## src/rtl/pwm_pkg.sv

```systemverilog
// Shared widths, constants and types for the PWM output peripheral.
// Imported by pwm_prescaler and pwm_peripheral.
package pwm_pkg;

    localparam int PWM_CNT_W        = 8;
    localparam logic [PWM_CNT_W-1:0] DUTY_FULL = 8'hFF;
    localparam int NUM_OUT          = 16;
    localparam int PRESCALE_DEFAULT = 13;

    typedef logic [PWM_CNT_W-1:0] duty_t;
    typedef logic [NUM_OUT-1:0]   out_vec_t;

endpackage

```

## src/rtl/pwm_prescaler.sv

```systemverilog
// Free-running divider: pulses tick for one clk every PRESCALE cycles.
// Ports: clk, rst (sync, active high), tick (one-cycle strobe).
module pwm_prescaler #(
    parameter int PRESCALE = 13
) (
    input  logic clk,
    input  logic rst,
    output logic tick
);

    localparam logic [15:0] LAST = 16'(PRESCALE - 1);

    logic [15:0] pre;

    // With PRESCALE = 1, LAST is 0 and tick stays high every cycle.
    assign tick = (pre == LAST);

    always_ff @(posedge clk) begin
        if (rst) begin
            pre <= '0;
        end else if (tick) begin
            pre <= '0;
        end else begin
            pre <= pre + 16'd1;
        end
    end

endmodule

```

## src/rtl/pwm_peripheral.sv

```systemverilog
// Drives 16 user outputs as static-high or a shared PWM waveform.
// Ports: clk, rst, en_reg_* / pwm_duty_cycle (SPI regs), out, period_start.
module pwm_peripheral
    import pwm_pkg::*;
#(
    parameter int PRESCALE = PRESCALE_DEFAULT
) (
    input  logic               clk,
    input  logic               rst,
    input  logic [7:0]         en_reg_out_7_0,
    input  logic [7:0]         en_reg_out_15_8,
    input  logic [7:0]         en_reg_pwm_7_0,
    input  logic [7:0]         en_reg_pwm_15_8,
    input  logic [7:0]         pwm_duty_cycle,
    output logic [NUM_OUT-1:0] out,
    output logic               period_start
);

    logic                 tick;
    logic [PWM_CNT_W-1:0] cnt;
    duty_t                duty_q;
    logic                 wrap;
    logic                 wrap_q;
    logic                 pwm_raw;
    out_vec_t             en_out;
    out_vec_t             en_pwm;
    out_vec_t             out_nxt;

    pwm_prescaler #(
        .PRESCALE (PRESCALE)
    ) u_pre (
        .clk  (clk),
        .rst  (rst),
        .tick (tick)
    );

    assign en_out = {en_reg_out_15_8, en_reg_out_7_0};
    assign en_pwm = {en_reg_pwm_15_8, en_reg_pwm_7_0};

    // Last tick of a period: counter wraps and the duty is re-latched.
    assign wrap = tick & (cnt == {PWM_CNT_W{1'b1}});

    always_comb begin
        pwm_raw = 1'b0;
        out_nxt = '0;
        // Full scale is forced high so duty 255 has no low tick at cnt 255.
        if (duty_q == DUTY_FULL) begin
            pwm_raw = 1'b1;
        end else begin
            pwm_raw = (cnt < duty_q);
        end
        out_nxt = en_out & (~en_pwm | {NUM_OUT{pwm_raw}});
    end

    always_ff @(posedge clk) begin
        if (rst) begin
            cnt          <= '0;
            duty_q       <= '0;
            wrap_q       <= 1'b0;
            out          <= '0;
            period_start <= 1'b0;
        end else begin
            if (tick) begin
                cnt <= cnt + 8'd1;
            end
            if (wrap) begin
                duty_q <= pwm_duty_cycle;
            end
            // wrap_q marks the first cycle with cnt = 0; one more stage
            // lines period_start up with the registered out.
            wrap_q       <= wrap;
            period_start <= wrap_q;
            out          <= out_nxt;
        end
    end

endmodule

```

## config.mk

```make
export PLATFORM = sky130hd
export DESIGN_NAME = pwm_peripheral
export DESIGN_NICKNAME = d
export VERILOG_FILES = /design/src/rtl/pwm_pkg.sv /design/src/rtl/pwm_prescaler.sv /design/src/rtl/pwm_peripheral.sv
export SDC_FILE = /design/constraint.sdc
export NUM_CORES = 1
export LEC_CHECK = 0
export BUFFER_PORTS_ARGS = -buffer_cell sky130_fd_sc_hd__buf_2
export CAP_MARGIN = 20
export CORE_MARGIN = 4
export CORE_UTILIZATION = 58
export CTS_BUF_LIST = sky130_fd_sc_hd__clkbuf_4 sky130_fd_sc_hd__clkbuf_8
export CTS_CLUSTER_DIAMETER = 30
export DETAILED_ROUTE_END_ITERATION = 10
export PLACE_DENSITY_LB_ADDON = 0.12
export SLEW_MARGIN = 5
export SYNTH_ARGS = -nofsm -noshare
export SYNTH_HDL_FRONTEND = slang
export SYNTH_SLANG_ARGS = --single-unit
```

## constraint.sdc

```tcl
create_clock -name clk -period 4 [get_ports clk]
set_input_delay 0.8 -clock clk [delete_from_list [all_inputs] [get_ports clk]]
set_output_delay 0.8 -clock clk [all_outputs]
set_load 0.005 [all_outputs]
```

# After elaboration in Yosys (flattened, before gate mapping)
# Index checks and enable logic that the tools add are counted.
[classes]
n_lt_le_gt_ge = 1
n_reduce_logical = 1
eq_ne = 3
add_sub_neg = 2
n_mux = 1
bitwise = 4
[op_table]
columns = ["operator", "n"]
rows = [
  ["16-bit by 1-bit adder with 16-bit output (second input constant)", 1],
  ["16-bit AND", 1],
  ["16-bit by 4-bit equality test with 1-bit output (second input constant)", 1],
  ["8-bit equality test (second input constant)", 2],
  ["16-bit inverter", 1],
  ["16-bit bitwise OR", 1],
  ["8-bit by 1-bit adder with 8-bit output (second input constant)", 1],
  ["8-bit less-than comparator", 1],
  ["2-bit OR reduction", 1],
  ["1-bit AND", 1],
  ["1-bit 2-to-1 mux", 1],
]
[word_totals]
input_bits = 42
wordCells = 18
register_bits = 50

# Longest topological paths before layout
[depth]
depth_word = 4
ltp_mapped = 8
mapped_depth_nobuf = 6

# Hierarchy
# Synthesis repeated with hierarchy kept, for this count alone.
[unflattened]
hier_cells = 228
area_unflattened_um2 = 2209.6
[modules_own_cells]
columns = ["module", "cells_per_inst", "instances", "area_each_um2"]
rows = [
  ["pwm_peripheral", 143, 1, 1463.9],
  ["pwm_prescaler", 85, 1, 745.7],
]

# Worst setup path after synthesis
# No wires, ideal clock.
[synth_path]
path_kind = "register -> register"
startpoint = "register duty_q[6]"
endpoint = "register out[10]"
slack_ps = 2230
path_buffers = 1
path_stages_with_launch = 8
t_arrival_ps = 1642
required_time_ps = 3872
path_cell_list = "dfxtp_1 inv_1 ha_1 and3_1 o211ai_1 o32ai_2 clkbuf_1 a21oi_1"
[synth_between]
elab_chain_len = 4
word_cells_on_any_way = 5
[synth_lines]
columns = ["item", "line_no", "source"]
rows = [
  ["from (decl)", "pwm_peripheral.sv:21", "duty_t duty_q;"],
  ["from (signal assigned)", "pwm_peripheral.sv:67", "duty_q <= pwm_duty_cycle;"],
  ["8-bit less-than comparator or 8-bit equality test (tied branches)", "pwm_peripheral.sv:50, pwm_peripheral.sv:47", ""],
  ["1-bit 2-to-1 mux *", "pwm_peripheral.sv:47", "if (duty_q == DUTY_FULL) begin"],
  ["16-bit bitwise OR *", "pwm_peripheral.sv:52", "out_nxt = en_out & (~en_pwm | {NUM_OUT{pwm_raw}});"],
  ["16-bit AND *", "pwm_peripheral.sv:52", ""],
  ["to (signal assigned)", "pwm_peripheral.sv:73", "out <= out_nxt;"],
  ["to (decl)", "pwm_peripheral.sv:15", "output logic [NUM_OUT-1:0] out,"],
]
# Every way passes the cells marked *; elsewhere a longest branch is shown, timed or not.
# A chain may end at the register's enable or synchronous reset.

# Worst setup path in the final report
[layout_path]
startpoint = "register u_pre.pre[0]"
endpoint = "register duty_q[4]"
[layout_between]
elab_chain_len = 2
[layout_lines]
columns = ["item", "line_no", "source"]
rows = [
  ["from (decl)", "pwm_prescaler.sv:13", "logic [15:0] pre;"],
  ["from (signal assigned)", "pwm_prescaler.sv:24", "pre <= pre + 16'd1;"],
  ["16-bit by 4-bit equality test with 1-bit output", "pwm_prescaler.sv:16", "assign tick = (pre == LAST);"],
  ["1-bit AND", "pwm_peripheral.sv:41", "assign wrap = tick & (cnt == {PWM_CNT_W{1'b1}});"],
]
# No other way between the ends.

==> results.py <==
metrics = {
    "run_status": {
        "status": "complete, no violations",
    },
    "floorplanning": {
        "core_um2": 3690,
        "dieWidth_um": 69.9,
        "fp.dieArea_um2": 4890,
        "die_h_um": 69.9,
        "start_util_pct": 60.3,
        "io_pins": 59,
        "rows": 22,
    },
    "worst_setup_path": {
        "crit_family": "simple AND/OR/NAND/NOR gates",
        "max_stage_delay_ns": 0.61,
        "r2r_start": "u_pre.pre[0]$_SDFF_PP0_",
        "reg2regPathDepth": 6,
        "path_class": "reg2reg",
        "arrival_ns": 2.38,
        "critPathMaxFanout": 17,
        "worstPathRequired_ns": 4.23,
        "cp-start-kind": "register",
        "r2r_slack_ns": 1.85,
        "cpMaxStageDelayCell": "nor3_4",
        "cp-end-kind": "register",
        "startpoint": "u_pre.pre[0]$_SDFF_PP0_",
        "worstReg2RegEnd": "duty_q[4]$_SDFFE_PP0P_",
        "path_buf_inv": 1,
        "critical_path.cell_chain": "inv_1 -> ha_1 -> nor4b_2 -> nand4_2 -> nor3_4 -> mux2i_1",
    },
    "cts": {
        "clock_sinks": 50,
        "clk_latency_ns": 0.30,
        "hold_buffers": 0,
        "clock-root-buffer": "clkbuf_8",
        "cts_buffers": 5,
        "cts_setup_buffers": 0,
        "cts_tree": "yes",
        "clkTransAtPathRegs_ns": 0.09,
        "clockBufferDepth": 2,
        "cts_max_level": 2,
        "cts_resized": 0,
    },
    "grt": {
        "grt_pass1_wl_um": 7530,
        "grt_max_degree": 44,
        "grt_overflow": 0,
        "met1_usage_pct": 22.1,
        "use_met3_pct": 8.06,
        "grt_pass1_vias": 1812,
        "busiest_layer": "met2",
        "antenna_found_initial": 0,
        "use_met2_pct": 30.8,
        "grt_usage_pct": 18.9,
    },
    "placed_design": {
        "hpwl_um": 3290,
        "dp_slack_ns": 1.84,
        "dpl_cell_area_um2": 2540,
        "placed_cells_incl_taps": 338,
        "portBuffers": 58,
        "place_congestion": 0.806,
    },
    "sta": {
        "whs_ns": 0.454,
        "worst_pin_slew_ns": 0.951,
        "slew_viol_final": 0,
        "relSlewSlack_pct": 36.6,
        "fin_setup_tns_ns": 0,
        "fin_crit_sh_pct": 53.8,
        "setup_viol_count_final": 0,
        "clock-skew-final_ns": 0.00499,
        "hold_viol": 0,
        "fmax_mhz": 464,
        "min_period_ns": 2.15,
        "setup_slack_ns": 1.85,
        "rsz0062_at_grt": "false",
    },
    "flow_run": {
        "drv_cap": 0,
    },
    "detailed_routing": {
        "wl_um": 4310,
        "routedWlPerCell_um": 12.5,
        "via_per_inst": 5.31,
        "first_pass_iters": 4,
        "ant_nets": 0,
        "vias": 1836,
        "drt_iter0_drc": 113,
        "drcViolationCount": 0,
    },
    "power_and_ir_drop": {
        "ir_worst_vdd_mv": 0.297,
        "power_density_nw_per_um2": 346,
        "p_leak_nw": 1.06,
    },
    "hold_path": {
        "hp-start": "wrap_q$_SDFF_PP0_",
        "worst_hold_path.num_cells": 1,
        "min_to": "period_start$_SDFF_PP0_",
        "hold_class": "reg2reg",
    },
    "yosys": {
        "synth_ff_type": "dfxtp_1",
        "yosys-top-cells-area": "dfxtp_1 45%, nand2b_1 9.6%, ha_1 5.6%",
        "synth_warnings": 0,
        "ys_ff_latch": 50,
        "synth_nets": 292,
        "synth_common_cells": "50 x dfxtp_1, 34 x nand2b_1, 22 x a21oi_1, 21 x nor2_1, 14 x inv_1",
        "ys_seq_area_share_pct": 45.0,
        "ys_types": 33,
        "yosysMostFrequentCell": "dfxtp_1",
        "synthArstFlopShare_pct": 0,
        "synth_cells": 240,
        "avgSynthCellArea_um2": 9.27,
        "synth_top_area_cell": "dfxtp_1",
        "netlist_area_um2": 2220,
        "synth-edff-count": 0,
        "synth_top_area_share_pct": 45.0,
    },
    "final_layout": {
        "finalInstanceArea_um2": 2660,
        "nets": 349,
        "antenna_cells": 0,
        "area_growth_pct": 19.4,
        "drive_gt1_share_pct": 23.5,
        "final_cell_count_no_fill": 346,
    },
}
==> power breakdown <==
group | total, mW | internal [mW] | switching (mW)
combinational | 0.0555 | 0.0314 | 0.0241
clock | 0.353 | 0.193 | 0.160
sequential | 0.511 | 0.506 | 0.00500
==> cell usage in the layout (no fill, tap or decap), drive strengths merged, types with 5 or more instances in the layout <==
| cell | count |
|---|---|
| buf | 58 |
| dfxtp | 50 |
| nand2b | 34 |
| a21oi | 22 |
| nor2 | 21 |
| inv | 14 |
| xnor2 | 10 |
| ha | 10 |
| mux2i | 9 |
| nand4 | 9 |
| nand3 | 7 |
| nor4 | 6 |
| nand2 | 6 |
| nor3 | 6 |
| clkbuf | 6 |
| xor2 | 5 |
| o31ai | 5 |
| or4 | 5 |
==> worst max path at each step <==
stage / end / cells past startpoint / slack [ns]
6_report: duty_q[4]$_SDFFE_PP0P_ / 6 / 1.85
5_1_grt: duty_q[4]$_SDFFE_PP0P_ / 6 / 1.62
4_1_cts: duty_q[4]$_SDFFE_PP0P_ / 6 / 1.81
3_5_place_dp: duty_q[4]$_SDFFE_PP0P_ / 6 / 1.84
3_3_place_gp: out[13]$_SDFF_PP0_ / 6 / 1.86
2_1_floorplan: out[10]$_SDFF_PP0_ / 7 / 2.23
==> metrics by stage <==
| step | power [mW] | util [%] |
|---|---|---|
| final | 0.920 | 72.0 |
| after global routing | 0.954 | 72.0 |
| after CTS | 0.931 | 72.0 |
| after detailed placement | 0.579 | 68.9 |
| after global placement | 0.578 | 68.9 |
| after floorplan | 0.549 | - |
==> state kept, by name, summed over array words and instances, names as in the netlist <==
signal / flops
cnt: 8
out: 16
u_pre.pre: 16
wrap_q: 1
period_start: 1
duty_q: 8
==> cells by family (layout without fill, tap and decap cells) <==
logic type	count (synthesis)	after routing	share of synthesized area [%]
AND/OR/NAND/NOR	100	100	26.2
flip-flops	50	50	45.0
AO/OA/AOI/OAI	34	34	9.39
buffers and inverters	22	80	3.82
XOR/XNOR	15	15	5.91
adder cells (fa/ha/maj)	10	10	5.62
multiplexers	9	9	4.05
==> metal layers <==
layer / vias up / routed length [um]
li1: 953 / -
met1: 822 / 1920
met2: 54 / 1910
met3: 7 / 409
met4: 0 / 74
met5: - / 0
==> worst register-to-register path, cell delays in order, from the launching register on <==
cell and delay, ns:
dfxtp_1 0.37, inv_1 0.07, ha_1 0.14, nor4b_2 0.21, nand4_2 0.42, nor3_4 0.61, mux2i_1 0.26
==> area by class of cell <==
class	count	area [um2]
Multi-Input combinational cell	168	1140
Inverter	14	52.6
Clock buffer	6	76.3
Sequential cell	50	1000
Fill cell	297	1030
Clock inverter	2	37.5
Tap cell	48	60.1
Timing Repair Buffer	58	290
Power figures use the tool's default switching activity.
